[src/rtl/reg_pkg.sv]
// Shared helpers for the reg_pipe pipeline register chain.
package reg_pkg;

    // Bits needed to count 0..n inclusive.
    function automatic int unsigned cnt_width(input int unsigned n);
        return $clog2(n + 1);
    endfunction

endpackage

[src/rtl/reg_pipe_stage.sv]
// One valid+data register stage of reg_pipe; loads from its source whenever its ready is high.
module reg_pipe_stage
    import reg_pkg::*;
#(
    parameter int unsigned      WIDTH       = 8,
    parameter logic [WIDTH-1:0] RESET_VALUE = '0
) (
    input  logic             clk,
    input  logic             reset,
    input  logic             flush,
    input  logic             src_valid,
    input  logic [WIDTH-1:0] src_data,
    input  logic             ready,
    output logic             valid,
    output logic [WIDTH-1:0] data
);

    logic             r_valid;
    logic [WIDTH-1:0] r_data;

    always_ff @(posedge clk) begin
        if (reset) begin
            r_valid <= 1'b0;
            r_data  <= RESET_VALUE;
        end else if (flush) begin
            // Flush drops items but leaves payload registers untouched.
            r_valid <= 1'b0;
        end else if (ready) begin
            r_valid <= src_valid;
            if (src_valid) begin
                r_data <= src_data;
            end
        end
    end

    assign valid = r_valid;
    assign data  = r_data;

endmodule

[src/rtl/reg_pipe.sv]
// DEPTH-stage valid/ready pipeline with bubble collapsing.
// Optional synchronous flush input enabled by defining REG_PIPE_FLUSH_EN.
module reg_pipe
    import reg_pkg::*;
#(
    parameter int unsigned      WIDTH       = 8,
    parameter int unsigned      DEPTH       = 2,
    parameter logic [WIDTH-1:0] RESET_VALUE = '0
) (
    input  logic                           clk,
    input  logic                           reset,
`ifdef REG_PIPE_FLUSH_EN
    input  logic                           flush,
`endif
    input  logic                           in_valid,
    output logic                           in_ready,
    input  logic [WIDTH-1:0]               in_data,
    output logic                           out_valid,
    input  logic                           out_ready,
    output logic [WIDTH-1:0]               out_data,
    output logic [cnt_width(DEPTH)-1:0]    occupancy
);

    localparam int unsigned CNT_W = cnt_width(DEPTH);

    logic [DEPTH-1:0] w_valid;
    logic [DEPTH:0]   w_ready;
    logic [WIDTH-1:0] w_data [DEPTH];
    logic             w_flush;
    logic [CNT_W-1:0] w_occ;

`ifdef REG_PIPE_FLUSH_EN
    assign w_flush = flush;
`else
    assign w_flush = 1'b0;
`endif

    assign w_ready[DEPTH] = out_ready;

    for (genvar i = 0; i < DEPTH; i++) begin : g_stage
        logic             w_src_valid;
        logic [WIDTH-1:0] w_src_data;

        if (i == 0) begin : g_head
            assign w_src_valid = in_valid;
            assign w_src_data  = in_data;
        end else begin : g_body
            assign w_src_valid = w_valid[i-1];
            assign w_src_data  = w_data[i-1];
        end

        // A stage can take new data if it is empty or its content moves on.
        assign w_ready[i] = !w_valid[i] || w_ready[i+1];

        reg_pipe_stage #(
            .WIDTH       (WIDTH),
            .RESET_VALUE (RESET_VALUE)
        ) u_stage (
            .clk       (clk),
            .reset     (reset),
            .flush     (w_flush),
            .src_valid (w_src_valid),
            .src_data  (w_src_data),
            .ready     (w_ready[i]),
            .valid     (w_valid[i]),
            .data      (w_data[i])
        );
    end

    always_comb begin
        w_occ = '0;
        for (int unsigned i = 0; i < DEPTH; i++) begin
            w_occ = w_occ + CNT_W'(w_valid[i]);
        end
    end

    assign in_ready  = w_ready[0] && !reset && !w_flush;
    assign out_valid = w_valid[DEPTH-1] && !reset;
    assign out_data  = w_data[DEPTH-1];
    assign occupancy = w_occ;

endmodule

[config.mk]
export PLATFORM = sky130hd
export DESIGN_NAME = reg_pipe
export DESIGN_NICKNAME = d
export VERILOG_FILES = /design/src/rtl/reg_pkg.sv /design/src/rtl/reg_pipe_stage.sv /design/src/rtl/reg_pipe.sv
export SDC_FILE = /design/constraint.sdc
export NUM_CORES = 1
export LEC_CHECK = 0
export BUFFER_PORTS_ARGS = -buffer_cell sky130_fd_sc_hd__buf_4
export CAP_MARGIN = 40
export CORE_MARGIN = 3
export CORE_UTILIZATION = 48
export DETAILED_ROUTE_END_ITERATION = 8
export GPL_ROUTABILITY_DRIVEN = 0
export PLACE_DENSITY = 0.75
export REMOVE_ABC_BUFFERS = 1
export SKIP_LAST_GASP = 1
export SYNTH_ARGS = -nofsm -noshare
export SYNTH_HDL_FRONTEND = slang
export SYNTH_SLANG_ARGS = --single-unit
[constraint.sdc]
create_clock -name clk -period 1.1 [get_ports clk]
set_input_delay 0.055 -clock clk [delete_from_list [all_inputs] [get_ports clk]]
set_output_delay 0.055 -clock clk [all_outputs]
set_load 0.01 [all_outputs]
==> summary.md <==
The global-route wire length before repair was 2800 µm. The final count of pins violating max slew was 0; the net switching share of the total power was 23.4%. At the pin with the least slew margin, the transition time is 352 ps. The post-synthesis instance total was 83; the number of placement rows was 13. During synthesis, Yosys emitted a total of 0 warnings. The H-tree level count was 1. STA classifies the critical path endpoint as an output pin. For the worst path setup slack after routing, the log shows -61.6 ps. The total count of hold-check failures in the final report came out at 0.

Across every metal layer, demand over resource in global routing totals 18.4%. During placement, the flow inserted port buffers numbering 23. The library cells used most frequently in the layout, excluding fill and tap cells, are 28 x buf_4, 17 x nand2b_1, 16 x dfxtp_1, 10 x a21oi_1. The logs give 1130 µm for the placed wire-length estimate after detailed placement and 29.7 ps for the tightest hold margin. After detailed routing, the average wire length per cell comes to 13.8 µm.

After the flow finishes, the layout carries non-filler instances totaling 126. The number of placed instances, taps included, is 119. Before CTS, the worst setup slack after placement is 59.3 ps. The maximum vdd drop is 0.853 mV, and the worst-case reg-to-reg path depth is 5. The maximum frequency from static timing analysis was 861 MHz; the mean number of vias per cell was 5.18. The number of antenna diodes in the final layout is 0. The leakage dissipation is 0.454 nW, and the clock slew seen by the registers of the worst setup and hold paths is 100 ps.

Internal power summed over all cells: 0.988 mW. The end point of the worst hold path was g_stage[0].u_stage.data[0]. The initial utilization of the core area, before any placement, comes to 55.3%. The mean instance size in the synthesized netlist came out at 9.44 µm². Sequential elements use 46.0% of the synthesized area.

The worst path uses 106% of the clock period. Combinational cells account for 14.9% of the total power. The worst hold path belongs to the class primary input to flop. For this block, the routed nets add up to 1740 µm of wire. The die is 46.4 µm wide.

Summed over all nets, the switching power comes to 0.301 mW. Cell count of the worst hold path: 3. The checks that failed: setup timing.

Once placement finished, the instance area stood at 962 µm². The largest clock skew in the final design is 2.92 ps, and the clock share of power is 30.9%. Across the run, the number of max-cap violations was 0. The endpoint identified for the worst register-to-register timing path is g_stage[1].u_stage.data[3]. The final layout contains 125 nets.

CTS placed an instance of clkbuf_4 at the clock tree root. The total overflow left after global routing is 0. Setup violations remaining at the end of the flow were counted as 3. The run gives 1.29 mW as the total power. For this run, the share of the core covered by cells in the final layout is 73.5%. The number of antenna violations at the first check in global routing is 0, and the largest fanout on the critical path is 4. Setup repair after global routing could not meet its margin everywhere. Detailed routing inserted a total of 653 vias.

Data arrives at the worst endpoint at 1110 ps. Counting the buffers created by CTS gives 3. The post-route cell area was 0.00104 mm²; the total number of clock tree sinks was 18. The number of ports placed on the die boundary is 24. The worst setup path is launched from a flop. The count of routing violations after the opening detailed-route iteration is 6, and the number of synthesized register bits is 18.

The most frequent standard cell in the layout excluding fill and tap cells is buf_4. Summing all multi-input logic gate instances after layout gives 373 µm². The critical path in this run is classified as flop to output pin. Relative to the synthesized area, the layout overhead comes to 32.7%. The synthesized area was 783 µm². The final period demand of the worst path is 1160 ps, and the via count of the first global-routing pass is 591. At the later pin of the worst-skew pair, clock insertion delay measures 280 ps.

Once detail routing completed, the nets flagged for antenna violations numbered 0. Setup slack on the worst reg-to-reg path comes out at -10 ps. Die area: 0.00215 mm².

In the final layout, the share of cells above drive strength 1 is 35.1%. Dividing total power by cell area gives a power density of 1240 mW/mm². The number of optimization iterations in the first detailed-route pass was 4; the detailed-route DRC error count was 0. Across the whole layout, storage elements account for 365 µm².

The run finished, with violations left. TritonCTS built the clock tree. Registers are responsible for 54.2% of the overall power. The region available for standard cell placement spans 0.00142 mm².

The reg-to-reg startpoint was g_stage[1].u_stage.valid. After routing, the total negative slack on setup checks comes to -114 ps. In this run the most critical hold path is launched from in_data[0].

Entering global routing, the biggest net connects 29 pins. The height of the chip is 46.4 µm, and the critical path required time is 1040 ps. The distinct cell type count after synthesis is 15.

The tools report the buffer depth of the longest clock path as 2. The worst pin sits at a relative slew slack of 76.5%. Fill cells in the final layout number 120.
power groups by stage:
stage          logic, mW  clock network [mW]  registers [mW]
2_1_floorplan     0.0759                   0           0.718
3_3_place_gp       0.174                   0           0.714
3_5_place_dp       0.177                   0           0.715
4_1_cts            0.190               0.417           0.698
5_1_grt            0.210               0.451           0.702
6_report           0.192               0.399           0.699
worst max-delay path by stage:
stage                            endpoint  cells past startpoint                      from  slack [ps]
2_1_floorplan  g_stage[0].u_stage.data[0]                      3  g_stage[1].u_stage.valid         -30
3_3_place_gp   g_stage[0].u_stage.data[0]                      4  g_stage[1].u_stage.valid         110
3_5_place_dp   g_stage[0].u_stage.data[3]                      4  g_stage[1].u_stage.valid          60
4_1_cts                          in_ready                      4  g_stage[1].u_stage.valid         -60
5_1_grt                          in_ready                      4  g_stage[1].u_stage.valid        -140
6_report                         in_ready                      4  g_stage[1].u_stage.valid         -60
state kept, by name, summed over array words and instances (netlist names):
register	flops
g_stage.u_stage.valid	2
g_stage.u_stage.data	16
area by class of cell:
type	count	share of cell area [%]
multi-input combinational	57	35.9
sequential	18	35.1
timing repair buffer	31	23.3
clock buffer	4	3.49
tap	15	1.81
inverter	1	0.361
cell usage after synthesis, drive strengths merged:
cell type | count | area share, %
o21ai | 8 | 5.1
nand2b | 17 | 14
a21boi | 1 | 1.4
dfxtp | 18 | 46
nand3 | 8 | 5.1
nor2b | 2 | 2.6
ha | 1 | 1.6
a21oi | 11 | 7.0
mux2i | 8 | 10
nor2 | 1 | 0.48
inv | 1 | 0.48
buf | 7 | 6.4
cell families (layout without fill, tap and decap cells):
logic type / count (synthesis) / count (layout) / share of synthesized area, %
AO/OA/AOI/OAI: 20 / 20 / 13.6
adder cells (fa/ha/maj): 1 / 1 / 1.60
buffers and inverters: 8 / 36 / 6.87
flip-flops: 18 / 18 / 46.0
multiplexers: 8 / 8 / 10.2
AND/OR/NAND/NOR: 28 / 28 / 21.7
routing by layer:
metal / vias to the layer above / share of wire, % / routed length (µm) / track usage [%]
li1: 336 / - / - / -
met1: 295 / 44 / 762 / 25.4
met2: 22 / 50 / 870 / 28.6
met3: 0 / 5.9 / 102 / 3.91
met4: 0 / 0 / 0 / 5.11
met5: - / 0 / 0 / 0
worst max-delay path, cell delays in order (launching register included):
cell     delay, ps
dfxtp_2        360
nor2b_4        170
buf_6          110
a21oi_2         40
buf_4          140
timing repair:
item,in CTS,in global routing
hold endpoints to repair,1,0
buffers inserted,2,0
resized for setup,5,1
hold buffers,1,0
pin swaps,1,5
setup endpoints to repair,2,16
Power figures use the tool's default switching activity.
